===== config.mk =====
export PLATFORM = sky130hd
export DESIGN_NAME = cpu_mc
export DESIGN_NICKNAME = d
export VERILOG_FILES = /design/src/rtl/cpu_mc.sv
export SDC_FILE = /design/constraint.sdc
export NUM_CORES = 1
export LEC_CHECK = 0
export CAP_MARGIN = 20
export CELL_PAD_IN_SITES_DETAIL_PLACEMENT = 1
export CELL_PAD_IN_SITES_GLOBAL_PLACEMENT = 2
export CORE_ASPECT_RATIO = 1.25
export CORE_MARGIN = 5
export CORE_UTILIZATION = 43
export DETAILED_ROUTE_END_ITERATION = 16
export PLACE_DENSITY_LB_ADDON = 0.1
export SKIP_CTS_REPAIR_TIMING = 1
export SLEW_MARGIN = 10
export SYNTH_ARGS = -nofsm -noshare
export SYNTH_HDL_FRONTEND = slang
export SYNTH_SLANG_ARGS = --single-unit

===== constraint.sdc =====
create_clock -name clk -period 19.5 [get_ports clk]
set_input_delay 2.925 -clock clk [delete_from_list [all_inputs] [get_ports clk]]
set_output_delay 2.925 -clock clk [all_outputs]
set_load 0.005 [all_outputs]

===== src/rtl/cpu_mc.sv =====
// Multicycle core with DATA_W-bit datapath, 8-entry register file and NZCV flags.
// It fetches 16-bit instructions over a req/ack port that may insert wait states.
module cpu_mc #(
    parameter int unsigned DATA_W = 16,
    parameter int unsigned ADDR_W = 16,
    parameter int unsigned CNT_W  = 32
) (
    input  logic              clk,
    input  logic              RESET,
    output logic              imem_req,
    output logic [ADDR_W-1:0] imem_addr,
    input  logic              imem_ack,
    input  logic [15:0]       imem_rdata,
    output logic              halted,
    output logic [CNT_W-1:0]  retired,
    output logic [3:0]        cc,
    input  logic [2:0]        dbg_rsel,
    output logic [DATA_W-1:0] dbg_rdata
);

    localparam int unsigned MSB = DATA_W - 1;

    typedef enum logic [1:0] {ST_FETCH, ST_EXEC, ST_HALT} state_t;

    state_t            state;
    logic [ADDR_W-1:0] pc;
    logic [15:0]       ir;
    logic [DATA_W-1:0] regs [8];

    logic [1:0]        cls;
    logic [3:0]        aluop;
    logic              setcc;
    logic [2:0]        rd, ra, rb;
    logic [DATA_W-1:0] imm_ext;
    logic [DATA_W-1:0] op_a, op_b, diff, alu_res;
    logic [DATA_W:0]   sum_w;
    logic [4:0]        shamt;
    logic              shift_oob;
    logic              flag_c, flag_v;
    logic [3:0]        flags;
    logic              br_take;
    logic              alu_ok, stop;
    logic [ADDR_W-1:0] pc_inc, br_off, pc_next;

    assign cls     = ir[15:14];
    assign aluop   = ir[13:10];
    assign setcc   = ir[9];
    assign rd      = ir[8:6];
    assign ra      = ir[5:3];
    assign rb      = ir[2:0];
    assign imm_ext = DATA_W'($signed(ir[5:0]));

    assign imem_addr = pc;
    // r0 is never written, so a plain array read returns 0 for it
    assign dbg_rdata = regs[dbg_rsel];

    // ALU and flag generation
    always_comb begin
        op_a      = (cls == 2'b00) ? regs[ra] : regs[rd];
        op_b      = (cls == 2'b00) ? regs[rb] : imm_ext;
        sum_w     = {1'b0, op_a} + {1'b0, op_b};
        diff      = op_a - op_b;
        shamt     = op_b[4:0];
        shift_oob = 32'(shamt) >= DATA_W;
        alu_res   = '0;
        flag_c    = 1'b0;
        flag_v    = 1'b0;
        case (aluop)
            4'd0: begin
                alu_res = sum_w[MSB:0];
                flag_c  = sum_w[DATA_W];
                flag_v  = (op_a[MSB] == op_b[MSB]) && (sum_w[MSB] != op_a[MSB]);
            end
            4'd1: begin
                alu_res = diff;
                flag_c  = op_a >= op_b;
                flag_v  = (op_a[MSB] != op_b[MSB]) && (diff[MSB] != op_a[MSB]);
            end
            4'd2:    alu_res = op_a & op_b;
            4'd3:    alu_res = op_a | op_b;
            4'd4:    alu_res = op_a ^ op_b;
            4'd5:    alu_res = shift_oob ? '0 : (op_a << shamt);
            4'd6:    alu_res = shift_oob ? '0 : (op_a >> shamt);
            4'd7:    alu_res = op_b;
            default: alu_res = '0;
        endcase
        flags = {alu_res[MSB], alu_res == '0, flag_c, flag_v};
    end

    // Branch condition and next pc
    always_comb begin
        case (aluop)
            4'd0:    br_take = 1'b1;
            4'd1:    br_take = cc[2];
            4'd2:    br_take = !cc[2];
            4'd3:    br_take = cc[3] ^ cc[0];
            4'd4:    br_take = !(cc[3] ^ cc[0]);
            4'd5:    br_take = cc[1];
            4'd6:    br_take = !cc[1];
            default: br_take = 1'b0;
        endcase
        alu_ok  = !cls[1] && !aluop[3];
        stop    = (cls == 2'b11) || (!cls[1] && aluop[3]);
        pc_inc  = pc + ADDR_W'(2);
        br_off  = ADDR_W'($signed({ir[9:0], 1'b0}));
        pc_next = (cls == 2'b10 && br_take) ? (pc_inc + br_off) : pc_inc;
    end

    always_ff @(posedge clk or posedge RESET) begin
        if (RESET) begin
            state    <= ST_FETCH;
            pc       <= '0;
            ir       <= '0;
            cc       <= '0;
            retired  <= '0;
            imem_req <= 1'b1;
            halted   <= 1'b0;
            for (int i = 0; i < 8; i++) regs[i] <= '0;
        end else begin
            case (state)
                ST_FETCH: begin
                    if (imem_ack) begin
                        ir       <= imem_rdata;
                        imem_req <= 1'b0;
                        state    <= ST_EXEC;
                    end
                end
                ST_EXEC: begin
                    retired <= retired + CNT_W'(1);
                    pc      <= pc_next;
                    if (alu_ok) begin
                        if (rd != 3'd0) regs[rd] <= alu_res;
                        if (setcc) cc <= flags;
                    end
                    if (stop) begin
                        halted <= 1'b1;
                        state  <= ST_HALT;
                    end else begin
                        imem_req <= 1'b1;
                        state    <= ST_FETCH;
                    end
                end
                ST_HALT: ;
                default: state <= ST_FETCH;
            endcase
        end
    end

endmodule


==> flow_summary.ini, run 1 <==
[critical_path]
path_cells = buf_2 > buf_4 > mux4_2 > mux2_2 > clkdlybuf4s50_1
crit_path_max_fanout = 32
timing.critical_path.required_ps = 16570
path_class = input pin to output port
cp_data_arrival_time_ps = 4950
worstRegToRegCells = 13
endpoint_kind_of_the_worst_setup_timing_path = output port
crit_path_max_incr_delay_ps = 610
reg2reg_setup_slack_ps = 12950
critPathLaunchType = input pin
worstReg2RegEnd = cc[2]
launching_element_of_the_worst_setup_path = dbg_rsel[0]
slowest_stage = mux4_2
regToRegStartpoint = ir[1]

[routing]
dr_drc_count = 0
antenna_left = 0
route.detailed.wl_per_inst_um = 27.2
vias = 14434
vias_per_cell = 6.47
first_iter_violations = 767
drt_first_pass_iters = 5
wire_length_reported_by_the_detailed_router_um = 60700

[die]
core_um2 = 39000
die_height_um = 232
ioPinCount = 92
num_rows = 81
die-width_um = 187
die_outline_area_um2 = 43500
floorplan.initialDensity = 0.434

[timing]
timing.final.hold_violations = 0
fin_worst_skew_ps = 17.2
setup_viol_count_final = 0
post-route-min-period_ps = 7870
setup_total_negative_slack_ps = 0
rsz_0062_raised_after_global_routing = false
fmaxAchievable_mhz = 127
count_of_pins_over_their_slew_limit = 0
period_share = 0.404
max_slew.worst_pin.slew_ps = 1140
maxSlewHeadroom = 0.238

[synth]
mappedNetlistNets = 1791
synth.most_common_cell = dfrtp_1
ys.warnings.count = 0
netlist_area_um2 = 16900
ys_ff_latch = 199
syn_area_per_cell_um2 = 9.96
number_of_enable_flip_flop_cells_after_synthesis = 0
netlist_instances = 1701
netlist.top_cell.by_area = dfrtp_1
synth_top_cells_by_count = dfrtp_1, mux2_2, nand2_1, nor2_1, mux4_2
synth_ff_type = dfrtp_1
yosys.area.top_type_share = 0.293
synth_cell_type_count = 94
yosysSeqAreaShare = 0.294
synth_area_leaders = dfrtp_1, mux4_2, mux2_2, mux2i_1, ha_1
synth_async_sr_flop_share = 1.00

[clocking]
cts.reportedPaths.clkPinSlew_ps = 70
cts_max_level = 4
worstSkewPairLatency_ps = 480
cts_sinks = 199
cts.path.max_buffers = 2
cts_buffers = 17
cts_tree = done
root_buffer = clkbuf_16

[finish]
area_growth_syn_to_layout_pct = 11.5
nNetsFinal = 1808
fraction_of_final_layout_cells_sized_beyond_drive_strength_1 = 0.213

[global_route]
number_of_global_route_vias_before_repair = 15337
antenna_found_initial = 1
global_route.usage.total = 0.281
grt_max_degree = 125
grt_overflow_total = 0
global_route_wire_length_before_repair_um = 94700

[placed_design]
gp_routability_congestion = 0.934
hpwlAfterDp_um = 43800
port_buffers = 90

[run_status]
outcome = finished, final reports clean

[min_path]
worst_hold_path.num_cells = 0
timing.hold.worst_endpoint = regs[118]
hp-class = register to register
worstHoldStart = regs[118]

[flow_run]
timing.max_cap.violations = 0
worst max-delay path: cells and delay by family:
kind     cells  cell delay, ps
mux          2             920
buf+inv      3            1100
cells in the final DEF, fill, tap and decap left out, types with 14 or more instances in the layout:
master,count
dfrtp_1,194
mux2_2,140
nand2_1,136
nor2_1,119
mux4_2,103
mux2i_1,100
clkdlybuf4s50_1,88
o21ai_0,87
a21oi_1,74
ha_1,65
inv_1,56
xnor2_1,46
buf_4,45
nand3_1,39
nor3_1,32
a22oi_1,24
xor2_1,19
and3_1,19
a221oi_1,19
o221ai_1,18
a211oi_1,17
clkbuf_16,17
nor2b_1,15
o21bai_1,14
nor4_1,14
nand4_1,14
metal layers:
| metal | GRT usage | up-vias | wire [um] |
|---|---|---|---|
| met5 | 0 | - | 13 |
| met4 | 0.117 | 2 | 2380 |
| met3 | 0.0444 | 126 | 2960 |
| met2 | 0.486 | 447 | 30300 |
| met1 | 0.351 | 7438 | 25000 |
| li1 | - | 6421 | - |
final cells by class:
cell class	instances	area, um2
Timing Repair Buffer	137	1280
Fill cell	4274	20100
Inverter	61	236
Tap cell	498	623
Multi-Input combinational cell	1302	11100
Clock inverter	14	190
Antenna cell	1	2.50
Sequential cell	199	4990
Clock buffer	18	439
cell families after synthesis:
kind of cell,count (synthesis),synth area share
simple gates,449,0.127
compound gates,371,0.149
mux,348,0.293
buf+inv,200,0.0514
flops,199,0.294
fa+ha+maj,68,0.0516
xor+xnor,65,0.0336
other cells,1,0.000221
per-stage QoR:
step / hold WS, ps / util / cells / setup WS, ps / cell area, um2
2_1_floorplan: 449 / - / 1701 / 11150 / 16900
3_3_place_gp: 425 / 0.466 / 2195 / 11630 / 18200
3_5_place_dp: 439 / 0.467 / 2196 / 11600 / 18200
4_1_cts: 457 / 0.483 / 2228 / 11590 / 18800
5_1_grt: 465 / 0.484 / 2229 / 11540 / 18900
6_report: 446 / 0.484 / 2230 / 11630 / 18900
worst max path at each step:
stage / endpoint
after floorplan: cc[0]
after global placement: dbg_rdata[15]
after detailed placement: dbg_rdata[15]
after CTS: dbg_rdata[15]
after global routing: dbg_rdata[2]
final: dbg_rdata[10]
flip-flops by register name, summed over array words and instances, names as in the netlist:
signal     flops
regs         128
cc             4
ir            16
halted         1
retired       32
imem_req       1
state          2
imem_addr     15
Power of run 1 is not shown: default switching activity piles up to over one toggle a cycle in this logic, so the estimate is an artifact.
==> inputs of run 2 (changes only) <==
CORE_UTILIZATION = 40   (was 43)
clock period = 7.7 ns   (was 19.5 ns; I/O delays follow)
==> run 2 against run 1 <==
Against the previous run:
- via count increased by 0.30%
- wire length increased by 3.7%
- clock skew decreased by 2.2 ps
- hold slack got worse by 1.4 ps
- die area increased by 7.1%
- core utilization decreased by 3.4 points
- register-to-register slack got worse by 12000 ps
- non-clock buffer count decreased by 3
- final area about the same
- largest cell class unchanged
==> flow_summary.ini, run 2 (same netlist as run 1, synthesis figures left out) <==
[placed_design]
placedCellCount = 2255
hpwlAfterDp_um = 46700
gp_routability_congestion = 0.959
port_buffers = 90
detailed_place.area_um2 = 18300

[global_route]
number_of_global_route_vias_before_repair = 15060
grt_overflow_total = 0
global_route_wire_length_before_repair_um = 96600
antenna_found_initial = 0
grt_max_degree = 128
global_route.usage.total = 0.268

[finish]
area_growth_syn_to_layout_pct = 11.4
design_area_um2 = 18900
top_register = regs
antenna_cells = 0
top_regs = regs (128), retired (32), ir (16)
nNetsFinal = 1805
final_common_cell = dfrtp_1
final_cells = 2287
commonest_cells_after_routing_fill_and_taps_aside = dfrtp_1, mux2_2, nand2_1
largest_reg_flops = 128
fraction_of_final_layout_cells_sized_beyond_drive_strength_1 = 0.212
filler_cell_count_in_the_final_layout = 4665

[timing]
max_slew.worst_pin.slew_ps = 1130
maxSlewHeadroom = 0.246
count_of_pins_over_their_slew_limit = 0
setup_viol_count_final = 0
fmaxAchievable_mhz = 159
post-route-min-period_ps = 6290
rsz_0062_raised_after_global_routing = false
fin_worst_skew_ps = 15.0
period_share = 0.817
timing.final.hold_violations = 0
fin_worst_hold_slack_ps = 444
setup_total_negative_slack_ps = 0

[min_path]
hp-class = register to register

[die]
ioPinCount = 92
floorplan.initialDensity = 0.404
die_outline_area_um2 = 46600
core_um2 = 41900
num_rows = 84
die-width_um = 194
die_height_um = 240

[clocking]
cts_max_level = 4
worstSkewPairLatency_ps = 470
cts_sinks = 199
cts_buffers = 17
cts.reportedPaths.clkPinSlew_ps = 80
root_buffer = clkbuf_16
cts.path.max_buffers = 2
cts_tree = done

[critical_path]
endpoint_kind_of_the_worst_setup_timing_path = register
path_class = register to register
timing.critical_path.required_ps = 8070
critPathLaunchType = register
crit_path_max_fanout = 32
cp_data_arrival_time_ps = 6660

[routing]
antenna_left = 0
first_iter_violations = 910
dr_drc_count = 0
wire_length_reported_by_the_detailed_router_um = 63000
vias_per_cell = 6.33
route.detailed.wl_per_inst_um = 27.5
vias = 14478
drt_first_pass_iters = 5

[flow_run]
timing.max_cap.violations = 0

[run_status]
outcome = finished, final reports clean
run 2: cell count changes in the layout (fill, tap and decap cells not counted), sizes merged:
| cell | before | now |
|---|---|---|
| clkbuf | 18 | 17 |
| clkdlybuf4s50 | 88 | 89 |
| buf | 49 | 45 |
| diode | 1 | 0 |
| clkinvlp | 1 | 3 |
| bufinv | 3 | 2 |
run 2: worst paths after layout:
kind	from	to	slack, ps	depth (start not counted)
hold / removal	regs[117]	regs[117]	440	0
setup reg to reg	ir[1]	cc[2]	1410	14
min in group asynchronous	RESET	regs[39]	1280	2
max in group asynchronous	RESET	ir[0]	4790	3
hold reg to reg	regs[117]	regs[117]	440	0
setup / recovery	ir[1]	cc[2]	1410	14
run 2: worst max-delay path, stage by stage (launching register included):
cell and delay (ps):
dfrtp_2 980, mux2_1 380, mux4_2 620, o21ai_4 750, ha_1 430, nor2_1 200, o311a_1 210, o221a_2 260
a31oi_1 150, o31ai_1 460, a21oi_1 150, o21bai_1 280, o221ai_1 190, a2111o_1 680, o41ai_2 400
run 2: cell type report:
type / count / area (um2) / area share
clock buffers: 17 / 425 / 0.0225
clock inverters: 15 / 173 / 0.00915
flip-flops and latches: 199 / 4990 / 0.264
repair buffers: 134 / 1230 / 0.0650
multi-input cells: 1302 / 11100 / 0.589
well taps: 559 / 699 / 0.0371
inverters: 61 / 236 / 0.0125
run 2: per-layer routing:
layer | global-route usage | routed length, um | share of wire
met5 | 0 | 0 | 0
met1 | 0.346 | 26800 | 0.43
met4 | 0.112 | 2700 | 0.043
met3 | 0.0420 | 2680 | 0.043
met2 | 0.453 | 30800 | 0.49
run 2: per-stage QoR:
step	setup WS, ps	utilization
6_report	1410	0.450
3_3_place_gp	1570	0.436
4_1_cts	1440	0.450
2_1_floorplan	1120	-
5_1_grt	1030	0.450
3_5_place_dp	1450	0.436
Power of run 2 is left out for the same reason.
